[config.mk]
export PLATFORM = sky130hd
export DESIGN_NAME = datapath_sequencer_flat
export DESIGN_NICKNAME = d
export VERILOG_FILES = /design/src/rtl/seq_pkg.sv /design/src/rtl/datapath_sequencer_if.sv /design/src/rtl/seq_decode.sv /design/src/rtl/datapath_sequencer.sv /design/src/flat_wrapper.sv
export SDC_FILE = /design/constraint.sdc
export NUM_CORES = 1
export LEC_CHECK = 0
export CORE_ASPECT_RATIO = 1.4
export CORE_UTILIZATION = 38
export DETAILED_ROUTE_END_ITERATION = 8
export PLACE_DENSITY = 0.82
export RECOVER_POWER = 25
export SETUP_SLACK_MARGIN = 0.2
export SYNTH_ARGS = -nofsm -noshare
export SYNTH_HDL_FRONTEND = slang
export SYNTH_HIERARCHICAL = 1
export SYNTH_SLANG_ARGS = --single-unit
[constraint.sdc]
create_clock -name clock -period 2 [get_ports clock]
set_clock_uncertainty 0.05 [all_clocks]
set_input_delay 0.3 -clock clock [delete_from_list [all_inputs] [get_ports clock]]
set_output_delay 0.3 -clock clock [all_outputs]
set_load 0.01 [all_outputs]
[src/rtl/seq_pkg.sv]
// seq_pkg: opcode constants, FSM state encoding and op classification helpers for datapath_sequencer
package seq_pkg;
  typedef logic [2:0] op_t;
  localparam op_t OP_NOP   = 3'd0;
  localparam op_t OP_LDA   = 3'd1;
  localparam op_t OP_ADDA  = 3'd2;
  localparam op_t OP_ADDB  = 3'd3;
  localparam op_t OP_MOVBA = 3'd4;
  typedef enum logic [1:0] {IDLE, T1, T2, DONE} state_t;
  function automatic logic needs_t2(op_t op);
    return op == OP_ADDA || op == OP_ADDB || op == OP_MOVBA;
  endfunction
  function automatic logic is_legal(op_t op);
    return op <= OP_MOVBA;
  endfunction
endpackage

[src/rtl/datapath_sequencer_if.sv]
// datapath_sequencer_if: micro-op request handshake plus RA/RB/RZ strobe and immediate buses
interface datapath_sequencer_if #(parameter int DATA_W = 32, parameter int OP_W = 3);
  logic              start;
  logic [OP_W-1:0]   opcode;
  logic [DATA_W-1:0] imm;
  logic              busy;
  logic              done;
  logic              error;
  logic              RAin;
  logic              RBin;
  logic              RZin;
  logic              RAout;
  logic              RBout;
  logic              RZout;
  logic [DATA_W-1:0] AddImmediate;
  logic [DATA_W-1:0] RegisterAImmediate;
  modport master (
    output start, opcode, imm,
    input  busy, done, error, RAin, RBin, RZin, RAout, RBout, RZout, AddImmediate, RegisterAImmediate
  );
  modport slave (
    input  start, opcode, imm,
    output busy, done, error, RAin, RBin, RZin, RAout, RBout, RZout, AddImmediate, RegisterAImmediate
  );
endinterface

[src/rtl/seq_decode.sv]
// seq_decode: combinational map from FSM state and latched op/imm to datapath strobes and immediates
module seq_decode import seq_pkg::*; #(parameter int DATA_W = 32) (
  input  state_t            state,
  input  op_t               op,
  input  logic [DATA_W-1:0] imm,
  output logic              ra_in,
  output logic              rb_in,
  output logic              rz_in,
  output logic              ra_out,
  output logic              rb_out,
  output logic              rz_out,
  output logic [DATA_W-1:0] add_imm,
  output logic [DATA_W-1:0] reg_a_imm
);
  logic t1, t2;
  assign t1 = state == T1;
  assign t2 = state == T2;
  assign ra_in  = (t1 && op == OP_LDA) || (t2 && (op == OP_ADDA || op == OP_MOVBA));
  assign rb_in  = t2 && op == OP_ADDB;
  assign rz_in  = t1 && needs_t2(op);
  assign ra_out = t1 && (op == OP_ADDA || op == OP_ADDB);
  assign rb_out = t1 && op == OP_MOVBA;
  assign rz_out = t2;
  // MOVBA passes RB through the adder, so its immediate stays zero
  assign add_imm   = ra_out ? imm : '0;
  assign reg_a_imm = (t1 && op == OP_LDA) ? imm : '0;
endmodule

[src/rtl/datapath_sequencer.sv]
// datapath_sequencer: expands micro-ops into T-state strobe sequences; SEQ_PERF_COUNT_EN adds op_count
module datapath_sequencer import seq_pkg::*; #(
  parameter int DATA_W = 32,
  parameter int OP_W   = 3
) (
  input logic clock,
  input logic clear,
  datapath_sequencer_if.slave bus
`ifdef SEQ_PERF_COUNT_EN
  ,
  output logic [15:0] op_count
`endif
);
  state_t            state_q, state_d;
  op_t               op_q, op_d, op_in;
  logic [DATA_W-1:0] imm_q, imm_d;
  logic              accept;
  assign op_in  = op_t'(bus.opcode);
  assign accept = state_q == IDLE && bus.start;
  always_comb begin
    op_d    = accept ? op_in : op_q;
    imm_d   = accept ? bus.imm : imm_q;
    state_d = state_q == IDLE ? (bus.start ? ((op_in == OP_NOP || !is_legal(op_in)) ? DONE : T1) : IDLE)
            : state_q == T1   ? (needs_t2(op_q) ? T2 : DONE)
            : state_q == T2   ? DONE
            : IDLE;
  end
  always_ff @(posedge clock) begin
    if (clear) begin
      state_q <= IDLE;
      op_q    <= '0;
      imm_q   <= '0;
    end else begin
      state_q <= state_d;
      op_q    <= op_d;
      imm_q   <= imm_d;
    end
  end
  assign bus.busy  = state_q != IDLE;
  assign bus.done  = state_q == DONE;
  assign bus.error = state_q == DONE && !is_legal(op_q);
  seq_decode #(.DATA_W(DATA_W)) u_decode (
    .state     (state_q),
    .op        (op_q),
    .imm       (imm_q),
    .ra_in     (bus.RAin),
    .rb_in     (bus.RBin),
    .rz_in     (bus.RZin),
    .ra_out    (bus.RAout),
    .rb_out    (bus.RBout),
    .rz_out    (bus.RZout),
    .add_imm   (bus.AddImmediate),
    .reg_a_imm (bus.RegisterAImmediate)
  );
`ifdef SEQ_PERF_COUNT_EN
  logic [15:0] op_count_q, op_count_d;
  always_comb op_count_d = (state_q == DONE && op_count_q != 16'hFFFF) ? op_count_q + 16'd1 : op_count_q;
  always_ff @(posedge clock) begin
    if (clear) op_count_q <= '0;
    else op_count_q <= op_count_d;
  end
  assign op_count = op_count_q;
`endif
endmodule

[src/flat_wrapper.sv]
// flat-port wrapper written by rule: the top's interface ports become plain ports
module datapath_sequencer_flat import seq_pkg::*;
#(
  parameter int DATA_W = 32,
  parameter int OP_W   = 3
)
  (clock, clear, bus_start, bus_opcode, bus_imm, bus_busy, bus_done, bus_error, bus_RAin, bus_RBin, bus_RZin, bus_RAout, bus_RBout, bus_RZout, bus_AddImmediate, bus_RegisterAImmediate);
  datapath_sequencer_if #(.DATA_W(DATA_W), .OP_W(OP_W)) bus_i ();
  input logic clock;
  input logic clear;
  input wire logic [$bits(bus_i.start)-1:0] bus_start;
  input wire logic [$bits(bus_i.opcode)-1:0] bus_opcode;
  input wire logic [$bits(bus_i.imm)-1:0] bus_imm;
  output wire logic [$bits(bus_i.busy)-1:0] bus_busy;
  output wire logic [$bits(bus_i.done)-1:0] bus_done;
  output wire logic [$bits(bus_i.error)-1:0] bus_error;
  output wire logic [$bits(bus_i.RAin)-1:0] bus_RAin;
  output wire logic [$bits(bus_i.RBin)-1:0] bus_RBin;
  output wire logic [$bits(bus_i.RZin)-1:0] bus_RZin;
  output wire logic [$bits(bus_i.RAout)-1:0] bus_RAout;
  output wire logic [$bits(bus_i.RBout)-1:0] bus_RBout;
  output wire logic [$bits(bus_i.RZout)-1:0] bus_RZout;
  output wire logic [$bits(bus_i.AddImmediate)-1:0] bus_AddImmediate;
  output wire logic [$bits(bus_i.RegisterAImmediate)-1:0] bus_RegisterAImmediate;
  assign bus_i.start = bus_start;
  assign bus_i.opcode = bus_opcode;
  assign bus_i.imm = bus_imm;
  assign bus_busy = bus_i.busy;
  assign bus_done = bus_i.done;
  assign bus_error = bus_i.error;
  assign bus_RAin = bus_i.RAin;
  assign bus_RBin = bus_i.RBin;
  assign bus_RZin = bus_i.RZin;
  assign bus_RAout = bus_i.RAout;
  assign bus_RBout = bus_i.RBout;
  assign bus_RZout = bus_i.RZout;
  assign bus_AddImmediate = bus_i.AddImmediate;
  assign bus_RegisterAImmediate = bus_i.RegisterAImmediate;
  datapath_sequencer #(.DATA_W(DATA_W), .OP_W(OP_W)) u_core (.clock(clock), .clear(clear), .bus(bus_i));
endmodule
* After elaboration in Yosys (flattened, before gate mapping)
Index checks and enable logic that the tools add are counted.
** Word-level totals
- Logic and storage cells :: 38
- Register bits after elaboration :: 37
** Cells by class
- Reductions and logical operators :: 18
- $lt $le $gt $ge :: 2
- Equal/unequal tests :: 7
- Muxes and demuxes :: 8
** Operators by type and width (count)
- 32-bit two-way mux :: 2
- 2-bit two-way mux :: 5
- 1-bit logical AND :: 8
- 3-bit by 2-bit equality test with 1-bit output, second input constant :: 2
- 3-bit less-or-equal comparator, second input constant :: 2
- 1-bit logical OR :: 5
- 2-bit equality test, second input constant :: 2
- 3-bit by 1-bit equality test with 1-bit output, second input constant :: 1
- 3-bit equality test, second input constant :: 1
- 3-bit logical NOT :: 1
- 2-bit by 1-bit equality test with 1-bit output, second input constant :: 1
- 1-bit logical NOT :: 2
- 2-bit logical NOT :: 1
- 2-bit nonzero test :: 1
- 1-bit two-way mux :: 1

* Depth between registers and ports, before layout
- Depth after elaboration :: 6
- Mapped depth :: 7
- Depth with buffers taken out :: 5

* Modules after synthesis
The synthesis kept the hierarchy.
** By module, submodules not included
- datapath_sequencer :: sequential area each 740.7 um^2, cells an instance 176, times used 1, area an instance 1396.3 um^2
- seq_decode :: sequential area each 0.0 um^2, cells an instance 84, times used 1, area an instance 529.3 um^2

* Least setup slack after synthesis
No wires, ideal clock.
- Path kind :: reg-to-output
- Start :: reg u_core.state_q[0]
- End :: out bus_RegisterAImmediate[22]
- Arrival time :: 1.197 ns
- Cell stages (with the launch flop) :: 5
- Required time :: 1.650 ns
- Path slack :: 0.453 ns
- Cell sequence :: dfxtp_1 nand2b_4 nor4b_4 clkbuf_2 and2_1
** Between the ends
- Longest elaborated chain between the ends :: 3
** Ends and longest elaborated chain
- start, declared :: line datapath_sequencer.sv:14 : state_t state_q, state_d;
- start signal, assigned :: line datapath_sequencer.sv:34 : state_q <= state_d;
- 2-bit by 1-bit equality test with 1-bit output :: line seq_decode.sv:16 : assign t1 = state == T1;
- 1-bit logical AND :: line seq_decode.sv:26 : assign reg_a_imm = (t1 && op == OP_LDA) ? imm : '0;
- 32-bit two-way mux :: line seq_decode.sv:26
- end, declared :: line flat_wrapper.sv:24 : output wire logic [$bits(bus_i.RegisterAImmediate)-1:0] bus_RegisterAImmediate;
Every way passes these cells.

* Worst setup path after layout
- Start :: reg u_core.state_q[1]
- End :: out bus_RegisterAImmediate[11]
Same word-level chain as after synthesis.

==> results.json <==
{
  "via_per_inst": 4.75,
  "io_pins": 111,
  "htree_levels": 2,
  "leakage_nw": 1.64,
  "finalSetupViolCount": 2,
  "area_growth_pct": 86.5,
  "synth_area_per_cell_um2": 7.41,
  "ys_top_cells_by_area": "dfxtp_1 (38%), and2_1 (21%), nand2_1 (15%)",
  "syn_area_um2": 1930,
  "fp-row-count": 30,
  "synthDistinctLibCells": 24,
  "crit_fanout": 7,
  "post_drt_wl_per_cell_um": 13.8,
  "holdWs_ns": 0.412,
  "multi_input_area_um2": 1200,
  "violations": "negative setup slack",
  "nNetsFinal": 436,
  "root_buffer": "clkbuf_8",
  "grt.met3_usage_pct": 3.55,
  "core_area_um2": 4840,
  "clock.fmax_mhz": 498,
  "worstSkewPairLatency_ns": 0.28,
  "initial_core_util_pct": 39.8,
  "fillers": 375,
  "status": "finished with violations",
  "hpwl_um": 3820,
  "vias": 2172,
  "synth_top_area_cell": "dfxtp_1",
  "crit_chain": "nand2b_4, nor4b_4, buf_4, buf_6, buf_6, and2_4, buf_6",
  "yosysTopAreaCellShare_pct": 38.5,
  "synth_cells": 260,
  "mappedNetlistNets": 302,
  "max_stage_delay_ns": 0.32,
  "period_share_pct": 100,
  "use_met2_pct": 41.1,
  "regToRegSetupSlack_ns": 0.19,
  "cts.path.max_buffers": 2,
  "n_antenna_cell": 0,
  "rsz0062_at_grt": "yes",
  "grt_usage_pct": 22.0,
  "worstPathRequired_ns": 1.65,
  "path_common_cell": "buf_6",
  "grt_pass1_wl_um": 9380,
  "hold_violations": 0,
  "setup_slack_ns": -0.00766,
  "grt_pass1_vias": 2033,
  "synth-seq-cells": 37,
  "power.density_nw_per_um2": 518,
  "clkSinkCount": 37,
  "regArea_um2": 746,
  "drv_cap": 0,
  "wl_um": 6320,
  "hold_start": "u_core/imm_q[12]",
  "cp-start-kind": "flop",
  "cts_tree": "done",
  "layout_common_cells": "nand2_1 (76), buf_6 (62), and2_4 (50), a21oi_1 (38), clkdlybuf4s50_1 (37)",
  "crit_slowest_cell": "dfxtp_2",
  "vdd_drop_max_uv": 433,
  "tns_ns": -0.00899,
  "cts_made_buffers": 5,
  "fp.dieArea_um2": 5360,
  "worst_pin_slew_ns": 0.489,
  "report.final.slew_viol_count": 0,
  "final_common_cell": "nand2_1",
  "layout-drive-gt1-share_pct": 42.0,
  "grt_max_degree": 37,
  "gp_congestion": 0.752,
  "crit_type": "reg -> out",
  "yosysSeqAreaShare_pct": 38.5,
  "first_iter_violations": 86,
  "dr.pass1.iters": 4,
  "drc": 0,
  "die_w_um": 62.2,
  "min_to": "u_core/imm_q[12]",
  "gr-usage-met1_pct": 24.6,
  "slew-limit-headroom_pct": 67.4,
  "end_kind": "primary output",
  "finalCriticalPeriod_ns": 2.01,
  "busiest_layer": "met2",
  "reg2regPathDepth": 7,
  "die_h_um": 86.2,
  "timing.rr.end": "u_core/op_q[2]",
  "ant_nets": 0,
  "rr_startpoint": "u_core/state_q[0]",
  "io_buffer_count": 110,
  "antenna_found_initial": 0,
  "crit_arrival_ns": 1.66,
  "ys_warn_count": 6,
  "holdCritPathClass": "reg -> reg",
  "min_delay_path_depth": 2,
  "grt_overflow": 0,
  "clkTransAtPathRegs_ns": 0.07
}
-- worst max-delay path, delay by kind of cell, from the launching register on --
family	cells	cell delay, ns
simple gates	3	0.53
flops	1	0.32
buf+inv	4	0.52
-- Yosys cell counts --
master / number
a211o_1: 1
a21oi_1: 38
a221oi_1: 1
and2_1: 65
buf_2: 5
buf_4: 1
buf_6: 3
clkbuf_1: 4
clkbuf_2: 4
dfxtp_1: 37
ha_1: 4
inv_1: 5
nand2_1: 76
nand2b_1: 1
nand2b_4: 1
nor2_1: 5
nor2_2: 1
nor2b_1: 2
nor3_1: 1
nor4b_4: 1
o21a_1: 1
o21ai_0: 1
o21bai_1: 1
xor2_1: 1
-- area by class of cell --
class / count / share of cell area, %
Clock inverter: 1 / 0.139
Multi-Input combinational cell: 201 / 33.6
Timing Repair Buffer: 144 / 40.9
Clock buffer: 5 / 1.92
Inverter: 5 / 0.523
Sequential cell: 37 / 20.8
Tap cell: 64 / 2.23
-- how the worst max path moves through the flow --
stage	cells after the start	to	startpoint	slack [ns]
after floorplan	4	bus_RegisterAImmediate[22]	u_core/state_q[0]	0.45
after global placement	5	bus_RegisterAImmediate[9]	u_core/state_q[1]	0.02
after detailed placement	5	bus_AddImmediate[9]	u_core/op_q[1]	-0.01
after CTS	7	bus_RegisterAImmediate[18]	u_core/state_q[1]	0.008
after global routing	7	bus_RegisterAImmediate[11]	u_core/state_q[1]	-0.06
final	7	bus_RegisterAImmediate[11]	u_core/state_q[1]	-0.008
-- cell families (layout without fill, tap and decap cells) --
kind of cell	after synthesis	after routing	synth area share, %
fa+ha+maj	4	4	2.60
simple gates	153	153	40.4
flops	37	37	38.5
compound gates	43	43	11.8
xor+xnor	1	1	0.455
buf+inv	22	155	6.24
-- repair_timing --
action                     in CTS  in global routing
setup endpoints to repair      73                 67
gates resized for setup       313                 89
hold buffers                    0                  0
gates cloned                    4                  2
hold endpoints to repair        0                  0
buffers inserted                9                  5
pin swaps                      24                  1
-- power breakdown --
| part | switching, W | internal [W] |
|---|---|---|
| Clock | 0.000243 | 0.000229 |
| Combinational | 0.000255 | 0.000260 |
| Sequential | 0.0000603 | 0.000814 |
-- per-layer routing --
layer	up-vias	wire length [um]
met5	-	0
met4	0	86
met3	8	296
met2	77	3450
met1	1004	2480
li1	1083	-
-- metrics by stage --
| stage | util, % | worst slack, ns | instances | power [W] | cell area (um^2) |
|---|---|---|---|---|---|
| 6_report | 74.2 | -0.00766 | 457 | 0.00186 | 3590 |
| 5_1_grt | 74.2 | -0.0557 | 457 | 0.00198 | 3590 |
| 4_1_cts | 65.8 | 0.00762 | 450 | 0.00185 | 3190 |
| 3_5_place_dp | 65.0 | -0.0138 | 431 | 0.00135 | 3150 |
| 3_3_place_gp | 65.0 | 0.0195 | 431 | 0.00134 | 3150 |
| 2_1_floorplan | - | 0.453 | 260 | 0.00114 | 1930 |
-- sequential cells by signal, summed over array words and instances, names as in the netlist --
signal          flops
u_core/state_q      2
u_core/op_q         3
u_core/imm_q       32
Note: power is estimated with default switching activity, not from simulation.
